**src/rtl/fifo_pkg.sv**
```systemverilog
// Shared defaults and sizing helper for the ring_fifo block.
package fifo_pkg;

    localparam int DEFAULT_DEPTH      = 16;
    localparam int DEFAULT_DATA_WIDTH = 8;

    // Pointer width for a power-of-two depth; never below one bit.
    function automatic int ptr_width(input int depth);
        return (depth > 1) ? $clog2(depth) : 1;
    endfunction

endpackage

```
**src/rtl/fifo_mem.sv**
```systemverilog
// DEPTH x DATA_WIDTH storage: one synchronous write port, one asynchronous read port.
module fifo_mem
    import fifo_pkg::*;
#(
    parameter int DEPTH      = DEFAULT_DEPTH,
    parameter int DATA_WIDTH = DEFAULT_DATA_WIDTH,
    parameter int PW         = ptr_width(DEPTH)
) (
    input  logic                  clk,
    input  logic                  we,
    input  logic [PW-1:0]         waddr,
    input  logic [DATA_WIDTH-1:0] wdata,
    input  logic [PW-1:0]         raddr,
    output logic [DATA_WIDTH-1:0] rdata
);

    // Contents are deliberately left unreset; only the control state in ring_fifo is cleared.
    logic [DATA_WIDTH-1:0] mem [DEPTH];

    always_ff @(posedge clk) begin
        if (we) begin
            mem[waddr] <= wdata;
        end
    end

    assign rdata = mem[raddr];

endmodule

```
**src/rtl/ring_fifo.sv**
```systemverilog
// Circular-buffer FIFO, first-word-fall-through, registered val/full.
// Optional RING_FIFO_ZERO_OUT_EN forces dataout to zero while empty.
module ring_fifo
    import fifo_pkg::*;
#(
    parameter int DEPTH      = DEFAULT_DEPTH,
    parameter int DATA_WIDTH = DEFAULT_DATA_WIDTH
) (
    input  logic                  clk,
    input  logic                  reset,
    input  logic                  write,
    input  logic [DATA_WIDTH-1:0] datain,
    input  logic                  read,
    output logic [DATA_WIDTH-1:0] dataout,
    output logic                  val,
    output logic                  full
);

    localparam int            PW       = ptr_width(DEPTH);
    localparam logic [PW:0]   FULL_CNT = (PW+1)'(DEPTH);

    logic [PW-1:0]         wr_ptr;
    logic [PW-1:0]         rd_ptr;
    logic [PW:0]           count;
    logic                  wr_acc;
    logic                  rd_acc;
    logic [DATA_WIDTH-1:0] head;

    // Acceptance depends only on registered status, so a full-cycle read never frees room for a same-cycle write.
    assign val    = (count != '0);
    assign full   = (count == FULL_CNT);
    assign wr_acc = write && !full;
    assign rd_acc = read && val;

    always_ff @(posedge clk) begin
        if (reset) begin
            wr_ptr <= '0;
            rd_ptr <= '0;
            count  <= '0;
        end else begin
            if (wr_acc) wr_ptr <= wr_ptr + 1'b1;
            if (rd_acc) rd_ptr <= rd_ptr + 1'b1;
            case ({wr_acc, rd_acc})
                2'b10:   count <= count + 1'b1;
                2'b01:   count <= count - 1'b1;
                default: count <= count;
            endcase
        end
    end

    // Writes during reset are suppressed so the reset edge is fully inert.
    fifo_mem #(
        .DEPTH      (DEPTH),
        .DATA_WIDTH (DATA_WIDTH),
        .PW         (PW)
    ) u_mem (
        .clk   (clk),
        .we    (wr_acc && !reset),
        .waddr (wr_ptr),
        .wdata (datain),
        .raddr (rd_ptr),
        .rdata (head)
    );

`ifdef RING_FIFO_ZERO_OUT_EN
    assign dataout = val ? head : '0;
`else
    assign dataout = head;
`endif

endmodule

```
**config.mk**
```make
export PLATFORM = sky130hd
export DESIGN_NAME = ring_fifo
export DESIGN_NICKNAME = d
export VERILOG_FILES = /design/src/rtl/fifo_pkg.sv /design/src/rtl/fifo_mem.sv /design/src/rtl/ring_fifo.sv
export SDC_FILE = /design/constraint.sdc
export NUM_CORES = 1
export LEC_CHECK = 0
export ABC_AREA = 1
export CORE_UTILIZATION = 45
export DETAILED_ROUTE_END_ITERATION = 10
export GPL_ROUTABILITY_DRIVEN = 0
export HOLD_SLACK_MARGIN = 0.1
export PLACE_DENSITY_LB_ADDON = 0.3
export REMOVE_ABC_BUFFERS = 1
export SYNTH_ARGS = -nofsm -noshare
export SYNTH_HDL_FRONTEND = slang
export SYNTH_SLANG_ARGS = --single-unit
```
**constraint.sdc**
```tcl
create_clock -name clk -period 5.8 [get_ports clk]
set_input_delay 1.74 -clock clk [delete_from_list [all_inputs] [get_ports clk]]
set_output_delay 1.74 -clock clk [all_outputs]
set_load 0.02 [all_outputs]
```
## After elaboration in Yosys (flattened, before gate mapping)

Memory sizes are Yosys's and may differ from the RTL's. A register that Yosys moved wholly into a read port is not among the register bits.
Index checks and enable logic that the tools add are counted.

| word-level totals | value |
|---|---|
| bits in registers | 13 |
| bits in writable memories | 128 |
| input bits | 12 |
| output and inout port bits | 10 |
| logic and storage cells | 23 |
| memories | 1 |

Memories:

| name | depth | bits a word | rd ports | clocked after memory_dff | wr ports | line | source |
|---|---|---|---|---|---|---|---|
| u_mem.mem | 16 | 8 | 1 | 1 | 1 | fifo_mem.sv:18 | `logic [DATA_WIDTH-1:0] mem [DEPTH];` |

| operators by class | value |
|---|---|
| add/sub/neg operators | 4 |
| eq/ne operators | 3 |
| multiplexer cells | 5 |
| reduce and logical (&&, ||, !) cells | 7 |

Operators by type and width:

| operator | count |
|---|---|
| $pmux W5 S2 | 1 |
| $add A4 B1 Y4 const B | 2 |
| $mux W4 | 2 |
| $add A5 B1 Y5 const B | 1 |
| $eq A5 B5 Y1 const B | 1 |
| $reduce_bool A5 Y1 | 1 |
| $sub A5 B1 Y5 const B | 1 |
| $logic_and A1 B1 Y1 | 3 |
| $eq A2 B1 Y1 const B | 1 |
| $eq A2 B2 Y1 const B | 1 |
| $logic_not A1 Y1 | 2 |
| $mux W1 | 2 |
| $reduce_bool A2 Y1 | 1 |

## Longest topological paths before layout

| depth | value |
|---|---|
| depth in word-level cells | 6 |
| gate-level depth with buffers | 12 |
| gate-level depth less buffers | 12 |

## By module

Synthesis repeated with hierarchy kept, for this count alone.

| unflattened totals | value |
|---|---|
| cell total of the unflattened synthesis | 654 |
| area total of the unflattened synthesis | 6,421.2 µm² |

By module, submodules not included:

| module | times used | cells each | area an instance (µm²) | sequential area each (µm²) |
|---|---|---|---|---|
| fifo_mem | 1 | 543 | 5,606.6 | 3,843.7 |
| ring_fifo | 1 | 111 | 814.5 | 260.2 |

## Least setup slack after synthesis

No wires, ideal clock.

| path | value |
|---|---|
| kind | input to register |
| start | in read |
| end | reg count[4] |
| setup time | 0.115 ns |
| arrival | 2.973 ns |
| data required time | 5.685 ns |
| path slack | 2.712 ns |
| stages | 9 |
| path buffers | 0 |
| cell sequence | nand2_2 inv_2 ha_1 ha_1 or2_2 nand3_1 nand2_1 o21ai_0 inv_1 |

| between the ends | value |
|---|---|
| word-level cells in the longest chain between the ends | 3 |
| elaborated cells between the ends (all ways) | 5 |
| classes of those cells | eq/ne: 2; mux: 1; reduce/logical: 2 |

RTL lines:

| what | line | source |
|---|---|---|
| start, declared | ring_fifo.sv:13 | `input logic read,` |
| $logic_and A1 B1 Y1 * | ring_fifo.sv:33 | `assign rd_acc = read && val;` |
| named net rd_acc | ring_fifo.sv:26 | `logic rd_acc;` |
| $eq A2 B1 Y1 or $eq A2 B2 Y1 (tied branches) | ring_fifo.sv:43 | `case ({wr_acc, rd_acc})` |
| $pmux W5 S2 or $reduce_bool A2 Y1 (tied branches) | n/a |  |
| end signal, assigned | ring_fifo.sv:44 | `2'b10: count <= count + 1'b1;` |
| end signal, assigned | ring_fifo.sv:45 | `2'b01: count <= count - 1'b1;` |
| end signal, assigned | ring_fifo.sv:46 | `default: count <= count;` |
| end, declared | ring_fifo.sv:24 | `logic [PW:0] count;` |

The timed path passes the listed nets; every way through them passes the cells marked *.
A chain may end at the register's enable or synchronous reset.

==> results.md <==
* Multi-input logic area at 1710 um2
* Mux cell area share after synthesis at 0%
* Top Ports at 22
* Layout area overhead at 13.9%
* Period Utilization, post-route at 76.5%
* Vias after detailed routing at 4361
* Initial cell density of the core at 46.6%
* Diodes inserted at 0
* Number of post-CTS setup repair buffers at 0
* Wire length per cell at 15.6 um
* Worst Hold Class: flip-flop to flip-flop
* # rows at 43
* Die area at 15000 um2
* Drt first pass iters at 4
* Clk buf depth at 2
* Slew HR at 28.3%
* Cell Area, Synth at 6510 um2
* Setup TNS at 0 ns
* Vias in the first global route at 4199
* Max cap viols at 0
* Hold Vio Cnt, Final at 0
* Final min period at 4.43 ns
* Register area share after synthesis at 64.2%
* Warning count from the yosys run at 0
* Synth Instances at 658
* Worst-Margin Slew at 1.07 ns
* Post-Synth XOR/XNOR Area at 0.403%
* CTS tree: yes
* Core Area at 14000 um2
* Register area at 4190 um2
* Fmax at 226 MHz
* GRT Overall Usage at 19.9%
* Post-route setup slack at 1.37 ns
* # DRC at 0
* Hpwl dp at 8450 um
* Synth top area share at 59.0%
* WL final at 13600 um
* Clock transition at path regs at 0.06 ns
* Final setup viols at 0
* Synth cell types at 22
* Detail Route Antenna Nets at 0
* Total congestion overflow at 0
* Syn_area_per_cell at 9.90 um2
* Synth Flop Type: edfxtp_1
* Number of fillers in the final layout at 1219
* # nets final at 698
* Worst Clk Skew at 0.00722 ns
* Die width at 122 um
* Share of cells above drive strength 1 at 6.68%
* Largest net degree at the start of global routing at 65
* Post-synthesis compound-gate area fraction at 0.999%
* Status: completed
* Most frequent cells after synthesis: 187 x nand2_1, 128 x edfxtp_1, 114 x inv_1
* Worst Setup End Kind: output port
* Fin area at 7420 um2
* Post-synth EDFFs at 128
* Placed insts at 837
* Post-Synth Adder-Cell Area at 2.04%
* Pwr dens at 420 nW/um2
* Vias/cell at 5.02
* CTS root buf: clkbuf_16
* WP data required at 4.06 ns
* Final slew viol count at 0
* CTS Buf Count at 17
* Ys async rst share at 0%
* H-Tree Depth at 4
* Setup CP Type: flip-flop to output port
* Dpl cell area at 6800 um2
* Count leader, synth: nand2_1
* Final Non-Filler Cells at 869
* Global-route wire length before repair at 21700 um
* VDD IR-drop max at 0.000222 V
* RSZ-0062 raised after global routing: false
* Num Clock Sinks at 145
* Post-synthesis simple-gate area fraction at 22.8%
* Post-CTS Resized at 0
* Antenna violations before repair at 0
* Clk_lat worst skew at 0.42 ns
* Main combinational cell family by area after synthesis: simple AND/OR/NAND/NOR gates
* Die height at 122 um
* Seq cells post-synth at 145
* P_leak at 3.18 nW
* Leading area contributor after synthesis: edfxtp_1
* CP Launch Type: flip-flop
* Port-buffer cells at 21
* DR iter-0 viols at 395
* CTS Hold Bufs at 0
* Top cells by area, synth: edfxtp_1 59%, nand2_1 11%, nand3_1 8.3%
* Arrival time worst endpoint at 2.69 ns
* Place WS at 1.77 ns
* Crit-path max FO at 64
-- state kept, by name, indices dropped and copies added, names as in the netlist, named ones only --
name       cells
count          5
wr_ptr         4
rd_ptr         4
u_mem.mem    128
-- worst paths after layout --
check	slack (ns)	to	cells past startpoint	startpoint
worst min register to register	0.53	flip-flop	2	rd_ptr[2]
worst max-delay path	1.37	dataout[3]	7	flip-flop
worst min-delay path	0.53	flip-flop	2	rd_ptr[2]
worst max register to register	3.56	count[4]	10	count[1]
-- layout by cell type, fill, tap and decap left out, drive strengths merged --
master	synthesis	final
buf	23	3
a21oi	6	6
nand2	193	193
ha	9	9
nand4	1	1
edfxtp	128	128
clkbuf	2	21
clkinvlp	0	2
clkinv	0	5
o21ai	7	7
nand3	110	110
or2	1	1
fa	1	1
inv	118	118
clkdlybuf4s50	0	21
nor2	39	39
xor2	3	3
bufinv	0	4
dfxtp	17	17
-- critical path, stage by stage (launching register included) --
cell and delay (ns):
dfxtp_2 0.32, inv_2 0.76, nand2_1 0.12, nand3_1 0.12
nand3_1 0.14, nand3_1 0.15, nand2_1 0.09, clkdlybuf4s50_1 0.54
-- power breakdown --
part | internal (mW) | switching [mW]
combinational | 0.266 | 0.497
clock | 0.738 | 0.404
sequential | 1.18 | 0.0328
-- logic make-up (layout without fill, tap and decap cells) --
kind of cell | Yosys count | count (layout)
AOI/OAI and AO/OA | 13 | 13
xor gates and xnor gates | 3 | 3
adders and majority gates | 10 | 10
buffers and inverters | 143 | 174
DFF | 145 | 145
and+or+nand+nor | 344 | 344
-- routing by layer --
| metal | GRT usage, % | vias to the layer above | wire length (um) |
|---|---|---|---|
| li1 | - | 2152 | - |
| met1 | 24.4 | 2075 | 6040 |
| met2 | 33.1 | 112 | 6740 |
| met3 | 5.30 | 22 | 589 |
| met4 | 8.08 | 0 | 232 |
| met5 | 0 | - | 0 |
-- cell type report --
class / count / share of cell area, %
timing repair buffer: 24 / 3.14
clock inverter: 11 / 2.18
inverter: 118 / 5.97
tap: 180 / 3.04
clock buffer: 21 / 6.21
sequential: 145 / 56.4
multi-input combinational: 370 / 23.1
-- per-stage QoR --
stage	power (mW)	hold WS [ns]	utilization [%]
after floorplan	1.74	0.470	-
after global placement	1.97	0.514	48.6
after detailed placement	2.00	0.520	48.6
after CTS	3.13	0.532	53.0
after global routing	3.27	0.540	53.0
final	3.12	0.530	53.0
Note: power is estimated with default switching activity, not from simulation.
